## config.mk

```make
export PLATFORM = sky130hd
export DESIGN_NAME = weight_rrdispatcher
export DESIGN_NICKNAME = d
export VERILOG_FILES = /design/src/rtl/weight_rr_pkg.sv /design/src/rtl/weight_rr_nextptr.sv /design/src/rtl/weight_rrdispatcher.sv
export SDC_FILE = /design/constraint.sdc
export NUM_CORES = 1
export LEC_CHECK = 0
export BUFFER_PORTS_ARGS = -buffer_cell sky130_fd_sc_hd__buf_2
export CORE_MARGIN = 3
export CORE_UTILIZATION = 35
export CTS_BUF_LIST = sky130_fd_sc_hd__clkbuf_16
export CTS_CLUSTER_DIAMETER = 150
export CTS_CLUSTER_SIZE = 30
export DETAILED_ROUTE_END_ITERATION = 12
export GPL_TIMING_DRIVEN = 0
export SYNTH_ARGS = -nofsm -noshare
export SYNTH_HDL_FRONTEND = slang
export SYNTH_SLANG_ARGS = --single-unit
```

## constraint.sdc

```tcl
create_clock -name clock -period 3.3 [get_ports clock]
set_input_delay 0.165 -clock clock [delete_from_list [all_inputs] [get_ports clock]]
set_output_delay 0.165 -clock clock [all_outputs]
set_load 0.02 [all_outputs]
```

## src/rtl/weight_rr_pkg.sv

```systemverilog
// ---------------------------------------------------------------------------
// weight_rr_pkg : default parameters and shared types for the weighted
//                 round-robin arbiter/dispatcher pair.   Rev 1.0
// ---------------------------------------------------------------------------
`default_nettype none

package weight_rr_pkg;

  localparam int NREQ_DEF  = 4;
  localparam int WBITS_DEF = 4;
  localparam int WDATA_DEF = 32;

  function automatic int ptr_width(input int n);
    return (n > 1) ? $clog2(n) : 1;
  endfunction

  localparam int PTR_W_DEF = ptr_width(NREQ_DEF);

  typedef logic [NREQ_DEF*WBITS_DEF-1:0] weight_vec_t;
  typedef logic [PTR_W_DEF-1:0]          ptr_t;

  typedef enum logic [1:0] {
    IDLE  = 2'd0,
    RUN   = 2'd1,
    DRAIN = 2'd2
  } state_e;

endpackage

`default_nettype wire

```

## src/rtl/weight_rr_nextptr.sv

```systemverilog
// ---------------------------------------------------------------------------
// weight_rr_nextptr : combinational circular search for the first port after
//                     cur whose weight is non-zero (cur itself is tried last).
// Rev 1.0
// ---------------------------------------------------------------------------
`default_nettype none

module weight_rr_nextptr
  import weight_rr_pkg::*;
#(
  parameter int nReq  = NREQ_DEF,
  parameter int wBits = WBITS_DEF,
  parameter int PTR_W = ptr_width(NREQ_DEF)
) (
  input  logic [nReq*wBits-1:0] weights,
  input  logic [PTR_W-1:0]      cur,
  output logic [PTR_W-1:0]      nxt,
  output logic                  found
);

  int idx;

  // Walk offsets from farthest to nearest so the nearest hit is kept.
  always_comb begin
    nxt   = '0;
    found = 1'b0;
    idx   = 0;
    for (int i = nReq; i >= 1; i--) begin
      idx = int'(cur) + i;
      if (idx >= nReq) idx = idx - nReq;
      if (weights[idx*wBits +: wBits] != '0) begin
        nxt   = PTR_W'(idx);
        found = 1'b1;
      end
    end
  end

endmodule

`default_nettype wire

```

## src/rtl/weight_rrdispatcher.sv

```systemverilog
// ---------------------------------------------------------------------------
// weight_rrdispatcher : 1-to-N weighted round-robin stream dispatcher with a
//                       single registered output stage.
// Optional: WEIGHT_RRDISPATCHER_STATS_EN adds per-port beat_count outputs.
// Rev 1.0
// ---------------------------------------------------------------------------
`default_nettype none

module weight_rrdispatcher
  import weight_rr_pkg::*;
#(
  parameter int nReq  = NREQ_DEF,
  parameter int wBits = WBITS_DEF,
  parameter int wData = WDATA_DEF
) (
  input  logic                  clock,
  input  logic                  reset,
  input  logic                  trigger,
  input  logic                  in_valid,
  output logic                  in_ready,
  input  logic [wData-1:0]      in_data,
  output logic [nReq-1:0]       out_valid,
  input  logic [nReq-1:0]       out_ready,
  output logic [wData-1:0]      out_data,
  input  logic                  weight_update,
  input  logic [nReq*wBits-1:0] weights
`ifdef WEIGHT_RRDISPATCHER_STATS_EN
  ,
  output logic [nReq*32-1:0]    beat_count
`endif
);

  localparam int PTR_W = ptr_width(nReq);

  state_e                 state_q, state_d;
  logic [PTR_W-1:0]       ptr_q,   ptr_d;
  logic [wBits-1:0]       cnt_q,   cnt_d;
  logic [nReq*wBits-1:0]  wreg_q,  wreg_d;
  logic [nReq-1:0]        vld_q,   vld_d;
  logic [wData-1:0]       data_q,  data_d;

  logic                   any_w;
  logic                   out_fire;
  logic                   accept;
  logic [wBits-1:0]       cnt_inc;
  logic [PTR_W-1:0]       adv_ptr;
  logic                   adv_found;
  logic [PTR_W-1:0]       low_ptr;
  logic                   low_found;

  weight_rr_nextptr #(.nReq(nReq), .wBits(wBits), .PTR_W(PTR_W)) u_adv (
    .weights (wreg_q),
    .cur     (ptr_q),
    .nxt     (adv_ptr),
    .found   (adv_found)
  );

  // Searching after the last index yields the lowest-index non-zero port.
  weight_rr_nextptr #(.nReq(nReq), .wBits(wBits), .PTR_W(PTR_W)) u_low (
    .weights (weights),
    .cur     (PTR_W'(nReq - 1)),
    .nxt     (low_ptr),
    .found   (low_found)
  );

  assign any_w     = |wreg_q;
  assign out_fire  = |(vld_q & out_ready);
  assign in_ready  = (state_q == RUN) && ((vld_q == '0) || out_fire);
  assign accept    = in_valid && in_ready;
  assign cnt_inc   = cnt_q + 1'b1;
  assign out_valid = vld_q;
  assign out_data  = data_q;

  always_comb begin
    state_d = state_q;
    case (state_q)
      IDLE:    if (trigger && any_w) state_d = RUN;
      RUN:     if (!trigger || !any_w) state_d = DRAIN;
      DRAIN: begin
        if (trigger && any_w)  state_d = RUN;
        else if (vld_q == '0)  state_d = IDLE;
      end
      default: state_d = IDLE;
    endcase
  end

  always_comb begin
    vld_d  = vld_q;
    data_d = data_q;
    if (accept) begin
      vld_d        = '0;
      vld_d[ptr_q] = 1'b1;
      data_d       = in_data;
    end else if (out_fire) begin
      vld_d  = '0;
      data_d = '0;
    end
  end

  // A weight load wins over the credit update of a beat taken in that cycle.
  always_comb begin
    wreg_d = wreg_q;
    cnt_d  = cnt_q;
    ptr_d  = ptr_q;
    if (weight_update) begin
      wreg_d = weights;
      cnt_d  = '0;
      ptr_d  = low_found ? low_ptr : '0;
    end else if (accept) begin
      if (cnt_inc == wreg_q[ptr_q*wBits +: wBits]) begin
        cnt_d = '0;
        ptr_d = adv_found ? adv_ptr : '0;
      end else begin
        cnt_d = cnt_inc;
      end
    end
  end

  always_ff @(posedge clock) begin
    if (reset) begin
      state_q <= IDLE;
      ptr_q   <= '0;
      cnt_q   <= '0;
      for (int i = 0; i < nReq; i++) wreg_q[i*wBits +: wBits] <= wBits'(1);
      vld_q   <= '0;
      data_q  <= '0;
    end else begin
      state_q <= state_d;
      ptr_q   <= ptr_d;
      cnt_q   <= cnt_d;
      wreg_q  <= wreg_d;
      vld_q   <= vld_d;
      data_q  <= data_d;
    end
  end

`ifdef WEIGHT_RRDISPATCHER_STATS_EN
  for (genvar g = 0; g < nReq; g++) begin : g_stats
    logic [31:0] bc_q, bc_d;
    always_comb bc_d = bc_q + ((vld_q[g] && out_ready[g]) ? 32'd1 : 32'd0);
    always_ff @(posedge clock) begin
      if (reset) bc_q <= '0;
      else       bc_q <= bc_d;
    end
    assign beat_count[g*32 +: 32] = bc_q;
  end
`endif

endmodule

`default_nettype wire

```

==> qor.yml, run 1 <==
run_status:
  outcome: "completed"
route:
  drt_iter0_drc: 88
  routed_wl_um: 7320
  vias_per_cell: 5.06
  final_antenna_net_count: 0
  drtPass1Iterations: 6
  wl_per_cell_um: 14.1
  via_count: 2622
  drcViolationCount: 0
floorplan:
  row_count: 31
  dieHeight_um: 95.1
  initial_utilization_pct: 37.1
  core_area_sq_um: 7490
  pin_count: 94
  chipWidth_um: 95.1
  fp.dieArea_sq_um: 9040
power:
  cell_internal_pwr_mw: 1.60
  power.share.sequential_pct: 37.1
  swShare_pct: 23.6
  p_per_area_nw_per_um2: 566
  power.share.combinational_pct: 12.1
  max-vdd-ir-drop_uv: 431
  net-switching-power_mw: 0.493
  total_leakage_power_nw: 1.62
  clock_power_share_pct: 50.8
hold_path:
  worstHoldPathType: "in2reg"
  holdCritStartpoint: "in_data[4]"
  holdPathStages: 3
  min_delay_endpoint: "out_data[4]"
timing:
  timing.fmax_mhz: 374
  count_of_final_hold_check_violations: 0
  final.period_utilization_pct: 81.0
  worst-slew-pin-transition_ns: 0.698
  fin_setup_tns_ns: 0
  timing.final.setup_violations: 0
  timing.final.crit_period_ns: 2.67
  slew_headroom_pct: 53.4
  slew_violations: 0
  worst_clock_skew_ns: 0.00823
  rsz0062_at_grt: "false"
clocking:
  clock_tree_from_tritoncts: "done"
  cts.root.buffer_cell: "clkbuf_16"
  clock_tree.htree_level_count: 3
  clkSinkCount: 60
  worst_skew_pair.late_latency_ns: 0.32
  path_clk_slew_ns: 0.05
  post_cts_resized: 0
  max-clock-path-buffers: 2
  postCtsHoldBufs: 0
  tritoncts.num_buffers: 9
  cts_setup_buffers: 0
final_layout:
  stdcell_area_sq_um: 3700
  stdcell_count: 518
  insertedDiodeCount: 0
  area_occupied_by_multi_input_gates_sq_um: 1470
  utilization_pct: 49.4
  layout.cells.most_common_list: "buf_2, dfxtp_1, nand2_1"
  fillCellCount: 713
  layout.cells.most_common: "buf_2"
  final-seq-area_sq_um: 1200
  num-nets-final: 478
  growth_of_design_area_from_synthesis_to_finish_pct: 33.2
  drive_above_1_share_pct: 27.7
synth:
  synth_async_sr_flop_share_pct: 0
  yosys.cell_types.count: 45
  seq_area_frac_synth_pct: 43.3
  mappedNetlistNets: 376
  ys_dominant_reg_cell: "dfxtp_1"
  synth_enable_flop_cells: 0
  yosys_register_bits: 60
  synth_cells: 312
  synth_area_per_cell_sq_um: 8.90
  synthesis.area_sq_um: 2780
  synthesis.yosys.warnings: 0
setup_path:
  required_ns: 3.52
  cp_top_family: "compound AO/OA/AOI/OAI gates"
  crit_buf_inv: 1
  rr_endpoint: "ptr_q[0]"
  slowest_stage: "mux4_2"
  critical_path.cell_chain: "buf_2 > mux4_2 > nor4_1 > a21oi_1 > o21ai_1 > a211oi_1 > a2111oi_2"
  crit-reg2reg-launch: "ptr_q[0]"
  arr_time_crit_path_ns: 2.89
  crit_fanout: 10
  r2r_setup_slack_ns: 0.63
  reg2reg_depth: 7
  crit_type: "reg2reg"
  cp-end-kind: "register"
  critical-path-max-stage-delay_ns: 0.58
  timing.critical_path.from: "ptr_q[0]"
  worst_setup_path_start_kind: "register"
grt:
  grt.total_usage_pct: 16.2
  grt_overflow_total: 0
  antenna_found_initial: 0
  grt_first_pass_wirelength_um: 11300
  first_global_vias: 2409
  largest_net_degree_at_the_start_of_global_routing: 12
job:
  max-cap-violations: 0
placement:
  dp_hpwl_um: 5510
  buffer_ports.inserted: 91
  post_dp_cell_area_sq_um: 3360
  gpl.final_weighted_congestion: 0.787
  place_inst: 502
worst max path at each step:
stage	endpoint	slack (ns)	depth (start not counted)
final	ptr_q[0]	0.63	7
after detailed placement	ptr_q[0]	0.69	7
after floorplan	ptr_q[0]	0.96	7
after CTS	ptr_q[0]	0.66	7
after global placement	ptr_q[0]	0.73	7
after global routing	ptr_q[0]	0.48	7
state kept, by name (all words and copies together), names as in the netlist:
register,count
cnt_q,4
out_data,32
out_valid,4
ptr_q,2
state_q,2
wreg_q,16
logic make-up (layout without fill, tap and decap cells):
kind of cell / after synthesis / in the layout / share of synthesized area [%]
compound gates: 60 / 60 / 14.1
xor+xnor: 8 / 8 / 3.02
fa+ha+maj: 7 / 7 / 3.15
buf+inv: 28 / 135 / 3.83
flops: 60 / 60 / 43.3
mux: 25 / 25 / 11.4
simple gates: 124 / 124 / 21.2
synth_stat cells, drive strengths merged, types with 2 or more instances:
cell / n / share of area, %
nor2b: 2 / 0.45
and2: 2 / 0.45
a2111oi: 3 / 1.8
xnor2: 3 / 0.95
a21o: 2 / 0.54
dfxtp: 60 / 43
or4: 5 / 1.4
mux2i: 19 / 6.8
o21ai: 3 / 0.54
nand2: 44 / 5.9
or3: 2 / 0.63
clkbuf: 19 / 2.6
a211oi: 2 / 0.54
a22o: 2 / 0.63
a22oi: 4 / 1.1
ha: 7 / 3.2
buf: 4 / 0.59
inv: 5 / 0.68
nor4: 5 / 1.1
nand3: 35 / 6.3
mux4: 5 / 4.2
nor2: 21 / 2.8
xor2: 4 / 1.3
a21oi: 37 / 6.7
nand2b: 3 / 0.68
final cells by class:
class	instances	share of cell area (%)
plain buffers	23	2.37
clock buffers	9	6.09
clock inverters	7	3.15
inverters	5	0.508
multi-input cells	224	39.7
flip-flops and latches	60	32.5
well taps	99	3.35
repair buffers	91	12.3
metal layers:
layer  part of all wire (%)  GRT usage [%]  up-vias  wire, um
li1                       -              -     1320         -
met2                     46           25.4       68      3400
met4                   0.83           6.25        0        61
met5                      0              0        -         0
met3                    4.8           4.03        5       352
met1                     48           21.3     1229      3500
power by group through the flow:
stage	sequential (mW)	combinational, mW	clock (mW)
3_5_place_dp	0.791	0.253	0
5_1_grt	0.780	0.278	1.11
3_3_place_gp	0.790	0.249	0
2_1_floorplan	0.803	0.150	0
4_1_cts	0.776	0.254	1.08
6_report	0.776	0.253	1.06
per-stage QoR:
| step | power, mW | setup slack (ns) | hold WS [ns] |
|---|---|---|---|
| 6_report | 2.09 | 0.626 | 0.0775 |
| 3_3_place_gp | 1.04 | 0.730 | 0.397 |
| 5_1_grt | 2.17 | 0.481 | 0.0774 |
| 4_1_cts | 2.11 | 0.657 | 0.0679 |
| 3_5_place_dp | 1.04 | 0.690 | 0.402 |
| 2_1_floorplan | 0.954 | 0.956 | 0.294 |
tightest hold or removal path: stages:
cell	delay, ns
buf_2	0.10
nand2_1	0.05
a21oi_1	0.05
Power figures use the tool's default switching activity.
==> inputs of run 2 (changes only) <==
clock period = 2.71 ns   (was 3.3 ns; I/O delays follow)
==> run 2 against run 1 <==
Clock power rose by 23%. Utilization rose by 0.17 points. Non-clock buffer count unchanged. Register-to-register slack got worse by 0.38 ns. Highest routed layer unchanged.
==> qor.yml, run 2 (same netlist as run 1, synthesis figures left out) <==
run_status:
  outcome: "completed"
job:
  max-cap-violations: 0
final_layout:
  stdcell_area_sq_um: 3710
  layout.cells.most_common: "buf_2"
  drive_above_1_share_pct: 28.6
  growth_of_design_area_from_synthesis_to_finish_pct: 33.6
  largest_register_ff_count: 32
  num-nets-final: 478
  stdcell_count: 518
  layout.cells.most_common_list: "buf_2, dfxtp_1, nand2_1"
  insertedDiodeCount: 0
route:
  vias_per_cell: 5.08
  drcViolationCount: 0
  drtPass1Iterations: 5
  amount_of_wire_on_met2_after_detailed_routing_um: 3390
  routed_wl_um: 7330
  detailroute.wirelength.met3_um: 372
  topRoutingLayerUsed: "met4"
  wl_per_cell_um: 14.1
  met1Wirelength_um: 3500
  drt_iter0_drc: 93
  via_count: 2631
  final_antenna_net_count: 0
clocking:
  clock_tree.htree_level_count: 3
  worst_skew_pair.late_latency_ns: 0.32
  cts.root.buffer_cell: "clkbuf_16"
  max-clock-path-buffers: 2
  tritoncts.num_buffers: 9
  post_cts_resized: 0
  postCtsHoldBufs: 0
  path_clk_slew_ns: 0.05
  clock_tree_from_tritoncts: "done"
  clkSinkCount: 60
  cts_setup_buffers: 0
timing:
  rsz0062_at_grt: "false"
  worst-slew-pin-transition_ns: 0.698
  fin_setup_tns_ns: 0
  slew_headroom_pct: 53.5
  timing.final.crit_period_ns: 2.47
  final_setup_slack_of_the_worst_path_ns: 0.243
  timing.fmax_mhz: 405
  slew_violations: 0
  count_of_final_hold_check_violations: 0
  worst_clock_skew_ns: 0.00820
  final.period_utilization_pct: 91.0
  timing.final.setup_violations: 0
setup_path:
  cp_num_cells: 7
  critical_path.cell_chain: "clkbuf_2 > mux4_2 > xor2_1 > or3_4 > a2111oi_4 > a211oi_1 > a2111oi_2"
  crit_buf_inv: 1
  crit-reg2reg-launch: "ptr_q[1]"
  slowest_stage: "mux4_2"
  rr_endpoint: "ptr_q[0]"
  crit_fanout: 9
  reg2reg_depth: 7
  worst_setup_path_start_kind: "register"
  required_ns: 2.93
  crit_type: "reg2reg"
  critical-path-max-stage-delay_ns: 0.39
  r2r_setup_slack_ns: 0.24
  endpoint_of_the_most_critical_setup_path: "ptr_q[0]"
  timing.critical_path.from: "ptr_q[1]"
  cp-end-kind: "register"
  cp_top_family: "compound AO/OA/AOI/OAI gates"
  arr_time_crit_path_ns: 2.68
grt:
  largest_net_degree_at_the_start_of_global_routing: 12
  grt_overflow_total: 0
  antenna_found_initial: 0
  grt.total_usage_pct: 16.2
  first_global_vias: 2409
  grt_first_pass_wirelength_um: 11300
power:
  design_power_total_mw: 2.55
  total_leakage_power_nw: 1.63
  p_per_area_nw_per_um2: 688
  max-vdd-ir-drop_uv: 525
floorplan:
  initial_utilization_pct: 37.1
  fp.dieArea_sq_um: 9040
  row_count: 31
  core_area_sq_um: 7490
  chipWidth_um: 95.1
  pin_count: 94
  dieHeight_um: 95.1
placement:
  buffer_ports.inserted: 91
  dp_hpwl_um: 5510
  post_dp_cell_area_sq_um: 3360
  place_inst: 502
  gpl.final_weighted_congestion: 0.787
  dpl_worst_slack_ns: 0.0997
hold_path:
  holdPathStages: 3
  worstHoldPathType: "in2reg"
## run 2: changes by cell type in the layout (fill, tap and decap cells not counted), sizes merged
cell / before / now
buf: 95 / 94
clkbuf: 28 / 29
## run 2: layout make-up
cell class | instances | area (sq um)
fill | 711 | 3780
multi-input combinational | 224 | 1480
sequential | 60 | 1200
timing repair buffer | 91 | 455
clock buffer | 9 | 225
tap | 99 | 124
clock inverter | 7 | 116
buffer | 23 | 92.6
inverter | 5 | 18.8
## run 2: how the worst min path moves through the flow
| stage | from | endpoint |
|---|---|---|
| after CTS | weights[8] | wreg_q[8] |
| after global routing | in_data[19] | out_data[19] |
| final | in_data[4] | out_data[4] |
| after floorplan | weights[4] | wreg_q[4] |
| after global placement | weights[8] | wreg_q[8] |
| after detailed placement | weights[8] | wreg_q[8] |
## run 2: tightest hold or removal path, cell delays in order
cell and delay, ns:
buf_2 0.10, nand2_1 0.05, a21oi_1 0.05
## run 2: through the flow
| step | utilization, % | hold slack (ns) |
|---|---|---|
| 2_1_floorplan | - | 0.264 |
| 3_3_place_gp | 44.8 | 0.368 |
| 3_5_place_dp | 44.8 | 0.372 |
| 4_1_cts | 49.4 | 0.0384 |
| 5_1_grt | 49.6 | 0.0479 |
| 6_report | 49.6 | 0.0480 |
## run 2: where the power goes
part	internal, mW	total [mW]	switching (mW)
Clock	0.895	1.30	0.401
Sequential	0.920	0.946	0.0260
Combinational	0.133	0.311	0.177
Total	1.95	2.55	0.604
## run 2: routing by layer
layer	GRT usage, %	up-vias
li1	-	1321
met5	0	-
met1	21.3	1222
met4	6.25	0
met2	25.4	81
met3	4.03	7
==> inputs of run 3 (changes only) <==
BUFFER_PORTS_ARGS = unset   (was -buffer_cell sky130_fd_sc_hd__buf_2)
DONT_BUFFER_PORTS = 1   (was unset)
==> run 3 against run 2 <==
Sequential power up 2.6%. Largest power group unchanged. First-iteration DRC count down 1.1%. Sequential share of layout area down 0.21 points. Highest routed layer unchanged. Global-route usage up 1.5 points. Setup slack worse by 0.059 ns. Sequential cell count unchanged. Die area unchanged. Wire length up 5.0%. Clock-buffer cell count unchanged. Via count down 5.2%. Clock power about the same. Largest cell class unchanged. Critical path type unchanged. Register-to-register slack worse by 0.06 ns.
==> qor.yml, run 3 (same netlist as run 1, synthesis figures left out) <==
run_status:
  outcome: "completed"
final_layout:
  num-nets-final: 435
  fillCellCount: 699
  stdcell_area_sq_um: 3730
  layout.cells.most_common_list: "dfxtp_1, dlygate4sd3_1, nand2_1"
  drive_above_1_share_pct: 7.71
  largest_register_ff_count: 32
  layout.cells.most_common: "dfxtp_1"
  utilization_pct: 49.9
  growth_of_design_area_from_synthesis_to_finish_pct: 34.5
  stdcell_count: 475
  insertedDiodeCount: 0
setup_path:
  crit_fanout: 6
  worst_setup_path_start_kind: "register"
  crit_type: "reg2reg"
  cp-end-kind: "register"
  arr_time_crit_path_ns: 2.74
  required_ns: 2.92
  reg2reg_depth: 6
  r2r_setup_slack_ns: 0.18
  crit-reg2reg-launch: "ptr_q[0]"
  rr_endpoint: "ptr_q[0]"
power:
  total_leakage_power_nw: 1.41
  p_per_area_nw_per_um2: 687
  max-vdd-ir-drop_uv: 411
timing:
  worst_clock_skew_ns: 0.00578
  timing.final.setup_violations: 0
  slew_violations: 0
  final.period_utilization_pct: 93.2
  timing.final.crit_period_ns: 2.53
  rsz0062_at_grt: "false"
  final_setup_slack_of_the_worst_path_ns: 0.184
  worst-slew-pin-transition_ns: 0.713
  count_of_final_hold_check_violations: 0
  slew_headroom_pct: 52.5
  timing.fmax_mhz: 396
  fin_setup_tns_ns: 0
grt:
  grt_first_pass_wirelength_um: 12300
  largest_net_degree_at_the_start_of_global_routing: 12
  global_route.usage.met3_pct: 4.26
  antenna_found_initial: 0
  grt_overflow_total: 0
  gr_met1_demand_resource_pct: 20.5
  gr-max-usage-layer: "met2"
  first_global_vias: 2681
  grt.total_usage_pct: 17.6
  groute.layer.met2.usage_pct: 30.1
clocking:
  tritoncts.num_buffers: 9
  cts_setup_buffers: 0
  clock_tree_from_tritoncts: "done"
  worst_skew_pair.late_latency_ns: 0.33
  clkSinkCount: 60
  clock_tree.htree_level_count: 3
  max-clock-path-buffers: 2
  cts.root.buffer_cell: "clkbuf_16"
  path_clk_slew_ns: 0.05
route:
  drcViolationCount: 0
  via_count: 2494
  final_antenna_net_count: 0
  wl_per_cell_um: 16.2
  vias_per_cell: 5.25
  routed_wl_um: 7700
  drt_iter0_drc: 92
  drtPass1Iterations: 4
job:
  max-cap-violations: 0
placement:
  dp_hpwl_um: 5340
  buffer_ports.inserted: 0
  place_inst: 411
  post_dp_cell_area_sq_um: 2900
  gpl.final_weighted_congestion: 0.788
  dpl_worst_slack_ns: 0.0739
floorplan:
  dieHeight_um: 95.1
  chipWidth_um: 95.1
  core_area_sq_um: 7490
  fp.dieArea_sq_um: 9040
  initial_utilization_pct: 37.1
  row_count: 31
  pin_count: 94
hold_path:
  min_delay_endpoint: "state_q[0]"
  holdCritStartpoint: "trigger"
  worstHoldPathType: "in2reg"
  holdPathStages: 2
==> run 3: cell types whose count changed in the layout (fill, tap and decap cells not counted), sizes merged <==
cell         before  now
buf              94    3
dlygate4sd3       0   48
inv               6    7
clkinvlp          0    1
clkinv            3    1
==> run 3: cell type report <==
type,instances,area [sq um],share of cell area [%]
clock inverter,7,115,3.08
clock buffer,9,225,6.03
inverter,5,18.8,0.503
buffer,23,92.6,2.48
tap,99,124,3.32
timing repair buffer,48,480,12.9
multi-input combinational,224,1480,39.5
sequential,60,1200,32.2
==> run 3: critical path: stages, from the launching register on <==
cell and delay (ns):
dfxtp_2 0.42, mux4_2 0.59, xor2_1 0.16, or3_4 0.38, a2111oi_4 0.39, a211oi_1 0.17
a2111oi_2 0.30
==> run 3: per-layer routing <==
layer	up-vias	share of wire, %
li1	1240	-
met1	1159	43
met2	78	50
met3	17	5.1
met4	0	2.3
met5	-	0
==> run 3: worst max-delay path by stage <==
stage                          end  slack, ns          from  cells past startpoint
after floorplan           ptr_q[0]       0.37      ptr_q[1]                      7
after global placement    ptr_q[0]       0.14      ptr_q[1]                      7
after detailed placement  ptr_q[0]       0.07      ptr_q[1]                      7
after CTS                 ptr_q[0]       0.05      ptr_q[1]                      7
after global routing      in_ready       0.07  out_valid[1]                      5
final                     ptr_q[0]       0.18      ptr_q[0]                      6
==> run 3: metrics by stage <==
stage / power, mW / hold slack (ns)
after floorplan: 1.16 / 0.264
after global placement: 1.21 / 0.266
after detailed placement: 1.22 / 0.273
after CTS: 2.58 / 0.0185
after global routing: 2.66 / 0.0201
final: 2.57 / 0.0142
==> run 3: report_power, final <==
| group | leakage, nW | internal (mW) | switching, mW |
|---|---|---|---|
| registers | 0.490 | 0.920 | 0.0518 |
| clock network | 0.167 | 0.896 | 0.413 |
| logic | 0.752 | 0.140 | 0.147 |
| total | 1.41 | 1.95 | 0.612 |
==> run 3: timing repair <==
| item | 4_1_cts | 5_1_grt |
|---|---|---|
| hold buffers | 48 | 0 |
| gates resized for setup | 1 | 6 |
| pin swaps | 0 | 0 |
| endpoints found under the hold margin | 48 | 0 |
| endpoints found under the setup margin | 1 | 2 |
| gates cloned | 0 | 0 |
